File: src/rtl/vga_sync_if.sv
// Video timing bundle: sync pulses, pixel coordinate, display enable and strobes.
// f_tick is present only when VGA_SYNC_FRAME_TICK_EN is defined.
interface vga_sync_if;
    logic       hsync;
    logic       vsync;
    logic       video_on;
    logic       p_tick;
    logic [9:0] pixel_x;
    logic [9:0] pixel_y;
`ifdef VGA_SYNC_FRAME_TICK_EN
    logic       f_tick;
`endif

    modport master (
        output hsync, vsync, video_on, p_tick, pixel_x, pixel_y
`ifdef VGA_SYNC_FRAME_TICK_EN
        , output f_tick
`endif
    );

    modport slave (
        input hsync, vsync, video_on, p_tick, pixel_x, pixel_y
`ifdef VGA_SYNC_FRAME_TICK_EN
        , input f_tick
`endif
    );
endinterface

File: src/rtl/vga_sync.sv
// 640x480 VGA timing generator: pixel-rate divider, h/v counters, registered sync.
// Optional frame strobe f_tick under VGA_SYNC_FRAME_TICK_EN.
module vga_sync #(
    parameter int DIV = 2,
    parameter int HD  = 640,
    parameter int HFP = 16,
    parameter int HSW = 96,
    parameter int HBP = 48,
    parameter int VD  = 480,
    parameter int VFP = 10,
    parameter int VSW = 2,
    parameter int VBP = 33
) (
    input  logic       clk,
    input  logic       reset,
    vga_sync_if.master vga
);
    localparam int HTOT = HD + HFP + HSW + HBP;
    localparam int VTOT = VD + VFP + VSW + VBP;
    localparam int DW   = (DIV > 1) ? $clog2(DIV) : 1;

    localparam logic [DW-1:0] DIV_LAST = DW'(DIV - 1);
    localparam logic [9:0] H_LAST   = 10'(HTOT - 1);
    localparam logic [9:0] V_LAST   = 10'(VTOT - 1);
    localparam logic [9:0] H_VIS    = 10'(HD);
    localparam logic [9:0] V_VIS    = 10'(VD);
    localparam logic [9:0] HS_START = 10'(HD + HFP);
    localparam logic [9:0] HS_END   = 10'(HD + HFP + HSW - 1);
    localparam logic [9:0] VS_START = 10'(VD + VFP);
    localparam logic [9:0] VS_END   = 10'(VD + VFP + VSW - 1);

    logic [DW-1:0] div_cnt;
    logic [9:0]    h_cnt;
    logic [9:0]    v_cnt;
    logic [9:0]    h_next;
    logic [9:0]    v_next;
    logic          p_tick;
    logic          h_end;
    logic          v_end;
    logic          hsync_q;
    logic          vsync_q;

    always_comb begin
        p_tick = (div_cnt == DIV_LAST);
        h_end  = (h_cnt == H_LAST);
        v_end  = (v_cnt == V_LAST);
        h_next = h_cnt;
        v_next = v_cnt;
        if (p_tick) begin
            if (h_end) begin
                h_next = '0;
                v_next = v_end ? '0 : v_cnt + 10'd1;
            end else begin
                h_next = h_cnt + 10'd1;
            end
        end
    end

    // Sync registers decode the next count so they switch on the same edge as the counters.
    always_ff @(posedge clk) begin
        if (reset) begin
            div_cnt <= '0;
            h_cnt   <= '0;
            v_cnt   <= '0;
            hsync_q <= 1'b1;
            vsync_q <= 1'b1;
        end else begin
            div_cnt <= p_tick ? '0 : div_cnt + 1'b1;
            h_cnt   <= h_next;
            v_cnt   <= v_next;
            hsync_q <= !((h_next >= HS_START) && (h_next <= HS_END));
            vsync_q <= !((v_next >= VS_START) && (v_next <= VS_END));
        end
    end

    assign vga.p_tick   = p_tick;
    assign vga.pixel_x  = h_cnt;
    assign vga.pixel_y  = v_cnt;
    assign vga.hsync    = hsync_q;
    assign vga.vsync    = vsync_q;
    assign vga.video_on = (h_cnt < H_VIS) && (v_cnt < V_VIS);
`ifdef VGA_SYNC_FRAME_TICK_EN
    assign vga.f_tick   = p_tick && h_end && v_end;
`endif
endmodule

File: src/flat_wrapper.sv
// flat-port wrapper written by rule: the top's interface ports become plain ports
module vga_sync_flat 
#(
    parameter int DIV = 2,
    parameter int HD  = 640,
    parameter int HFP = 16,
    parameter int HSW = 96,
    parameter int HBP = 48,
    parameter int VD  = 480,
    parameter int VFP = 10,
    parameter int VSW = 2,
    parameter int VBP = 33
)
  (clk, reset, vga_hsync, vga_vsync, vga_video_on, vga_p_tick, vga_pixel_x, vga_pixel_y);
  vga_sync_if vga_i ();
  input  logic clk;
  input  logic reset;
  output wire logic [$bits(vga_i.hsync)-1:0] vga_hsync;
  output wire logic [$bits(vga_i.vsync)-1:0] vga_vsync;
  output wire logic [$bits(vga_i.video_on)-1:0] vga_video_on;
  output wire logic [$bits(vga_i.p_tick)-1:0] vga_p_tick;
  output wire logic [$bits(vga_i.pixel_x)-1:0] vga_pixel_x;
  output wire logic [$bits(vga_i.pixel_y)-1:0] vga_pixel_y;
  assign vga_hsync = vga_i.hsync;
  assign vga_vsync = vga_i.vsync;
  assign vga_video_on = vga_i.video_on;
  assign vga_p_tick = vga_i.p_tick;
  assign vga_pixel_x = vga_i.pixel_x;
  assign vga_pixel_y = vga_i.pixel_y;
  vga_sync #(.DIV(DIV), .HD(HD), .HFP(HFP), .HSW(HSW), .HBP(HBP), .VD(VD), .VFP(VFP), .VSW(VSW), .VBP(VBP)) u_core (.clk(clk), .reset(reset), .vga(vga_i));
endmodule
File: config.mk
export PLATFORM = sky130hd
export DESIGN_NAME = vga_sync_flat
export DESIGN_NICKNAME = d
export VERILOG_FILES = /design/src/rtl/vga_sync_if.sv /design/src/rtl/vga_sync.sv /design/src/flat_wrapper.sv
export SDC_FILE = /design/constraint.sdc
export NUM_CORES = 1
export LEC_CHECK = 0
export BUFFER_PORTS_ARGS = -buffer_cell sky130_fd_sc_hd__buf_2
export CAP_MARGIN = 0
export CORE_AREA = 5 5 75 77
export DETAILED_ROUTE_END_ITERATION = 8
export DIE_AREA = 0 0 80 82
export SYNTH_ARGS = -nofsm -noshare
export SYNTH_HDL_FRONTEND = slang
export SYNTH_SLANG_ARGS = --single-unit
File: constraint.sdc
create_clock -name clk -period 3.3 [get_ports clk]
set_input_delay 0.495 -clock clk [delete_from_list [all_inputs] [get_ports clk]]
set_output_delay 0.495 -clock clk [all_outputs]
set_load 0.02 [all_outputs]
==> run summary <==
CTS-repair resized insts = 0
Wire length reported by the detailed router = 3100 microns
Relative slew slack = 73.5%
Dominant cells by area after synthesis = dfxtp_1 37%, nor2_1 4.9%, nand4_1 4.6%
Slowest-stage cell, CP = or3_1
Crit. End Element = flop
Worst slew pin tran = 0.398 ns
Number of cell instances on the worst register-to-register path = 6
Final Worst Setup Slack = 0.984 ns
Initial DRC count = 46
Number of antenna violations at the first check in global routing = 0
Maximum fanout count along the critical path = 8
Total number of vias = 1158
Most used DFF post-synth = dfxtp_1
Synth cell count leaders = 23 x dfxtp_1, 16 x nor2_1, 10 x nand3_1
Share of synthesized registers carrying an async set or reset = 0%
Yosys warns = 0
CTS tree = yes
Layout-stage area growth over the synthesis result = 17.9%
Largest net degree at the start of global routing = 22
Inserted Diodes = 0
Count of nets after finishing = 176
Floorplan die area = 6560 sq um
Vias in the first global route = 1078
Row cnt = 26
Worst vdd ir = 0.118 mV
Share of Yosys cell area claimed by the top area cell type = 37.4%
Seq cells post-synth = 23
Final cell count without fillers = 240
Max-slew violation total from the final report = 0
Number of I/O port buffers = 25
Clock latency reported for the late side of the worst-skew pair = 0.27 ns
Data arrival time of the critical path = 2.47 ns
Pwr Density = 332 nW/um^2
Required @ worst endpoint = 3.45 ns
Total clock buffers created by CTS = 3
Kind of start point of the critical path = flop
Largest area contributor in the netlist = dfxtp_1
Aggregate global-route resource usage = 9.80%
Number of max-cap violations = 0
Portion of the clock cycle consumed by the worst path in the final layout = 70.2%
Clock transition at path regs = 0.09 ns
First-pass GRT wire length = 5110 microns
Die extent in x = 80 microns
Max Buffers Root-to-Sink = 2
Sum Neg Setup Slack = 0 ns
RSZ-0062 raised after global routing = false
CTS root buf = clkbuf_8
Hold-fix buffers, CTS = 0
Total congestion overflow after global routing = 0
Clock net sink count = 23
Area of the placeable core = 4940 sq um
Largest clock skew in the final design = 0.00928 ns
Die height = 82 microns
Most used standard cell by instance count after synthesis = dfxtp_1
Largest stage delay, worst path = 0.54 ns
Number of fillers in the final layout = 568
Category of the most critical setup path = flop to flop
Overall power consumption = 0.482 mW
Wire per inst = 12.9 microns
Router iterations before antenna repair = 4
Post-synthesis sequential area ratio = 37.4%
Placement-stage worst setup slack = 1.01 ns
Last weighted congestion value of the routability-driven placer = 0.831
Buffers inserted by post-CTS timing repair = 0
Fraction of layout instances using a drive strength above 1 = 20.0%
Final Hold Slack = 0.520 ns
Count of flip-flops with a built-in enable after synthesis = 0
Type of the tightest min-delay check = flop to flop
Synthesized Nets = 154
Hold Fails Final Rpt = 0
IO Pins = 26
Count of cells along the worst hold path = 2
Mapped Area = 1230 sq um
Vias per std cell = 4.83
Antenna viol nets, final = 0
Count of endpoints failing setup in the final report = 0
DRC violation count after routing = 0
# H-tree levels = 1
Final HPWL from detailed placement = 2280 microns
Mean instance size in the synthesized netlist = 8.26 sq um
CP Cell Sequence = ha_1 -> or4b_4 -> or3_1 -> a311oi_2 -> a31o_1 -> nand4_1
Total placed cells including tap cells = 236
Cells after Synth = 149
Initial Util = 24.9%
Post-synthesis cell type count = 38
Fin crit period = 2.32 ns
Max Clock Freq = 0.432 GHz
Total leakage power = 0.518 nW
Run status = completed
worst max-delay path: cells and delay by family, from the launching register on:
| kind | cells | cell delay (ns) |
|---|---|---|
| AOI/OAI and AO/OA | 2 | 0.40 |
| and+or+nand+nor | 3 | 1.13 |
| DFF | 1 | 0.41 |
| adders and majority gates | 1 | 0.26 |
state kept, by name, summed over array words and instances, names as in the netlist:
| name | cells |
|---|---|
| u_core.vga.vsync | 1 |
| u_core.vga.p_tick | 1 |
| u_core.vga.pixel_y | 10 |
| u_core.vga.hsync | 1 |
| u_core.vga.pixel_x | 10 |
placed cells by master (no fill, tap or decap), types with 2 or more instances in the layout:
cell type,count
a21oi_1,9
nor4_1,3
xor2_1,6
or3_1,7
nand4_1,9
nand2b_1,2
ha_1,3
inv_1,5
mux2i_1,2
nor3_1,6
buf_2,25
a211oi_1,2
o21ai_0,8
dfxtp_1,23
a31oi_1,2
xnor2_1,2
clkbuf_8,3
nand3_1,10
and3_1,2
nand2_1,7
nor2_1,16
nand3b_1,2
through the flow:
stage	area, sq um	util (%)
4_1_cts	1450	29.4
2_1_floorplan	1230	-
5_1_grt	1450	29.4
3_3_place_gp	1410	28.4
6_report	1450	29.4
3_5_place_dp	1410	28.4
cells by family (layout without fill, tap and decap cells):
group | after synthesis | count (layout) | share of synthesized area, %
buf+inv | 14 | 35 | 5.28
simple gates | 72 | 72 | 32.8
fa+ha+maj | 3 | 3 | 3.05
flops | 23 | 23 | 37.4
compound gates | 27 | 27 | 14.1
mux | 2 | 2 | 1.63
xor+xnor | 8 | 8 | 5.69
per-layer routing:
layer  up-vias  GRT usage, %  share of wire, %
met5         -             0                 0
met4         0          5.07               2.1
met3         6          1.86               4.2
met2        20          16.1                46
met1       544          12.1                47
li1        588             -                 -
path summary, 6_finish.rpt:
path / slack [ns] / endpoint / from
worst max-delay path: 0.98 / u_core.vga.vsync / u_core.vga.pixel_x[0]
worst min-delay path: 0.52 / u_core.vga.pixel_x[1] / u_core.vga.pixel_x[1]
worst max register to register: 0.98 / u_core.vga.vsync / u_core.vga.pixel_x[0]
worst min register to register: 0.52 / u_core.vga.pixel_x[1] / u_core.vga.pixel_x[1]
area by class of cell:
cell class	instances	area (sq um)	area share (%)
tap	70	87.6	6.03
clock buffer	3	41.3	2.84
timing repair buffer	26	133	9.14
multi-input combinational	112	706	48.6
sequential	23	460	31.7
clock inverter	1	5.00	0.345
inverter	5	18.8	1.29
power by group:
| group | switching [mW] | internal [mW] |
|---|---|---|
| combinational | 0.0111 | 0.00481 |
| sequential | 0.00446 | 0.280 |
| clock | 0.0974 | 0.0845 |
| total | 0.113 | 0.369 |
Power figures use the tool's default switching activity.
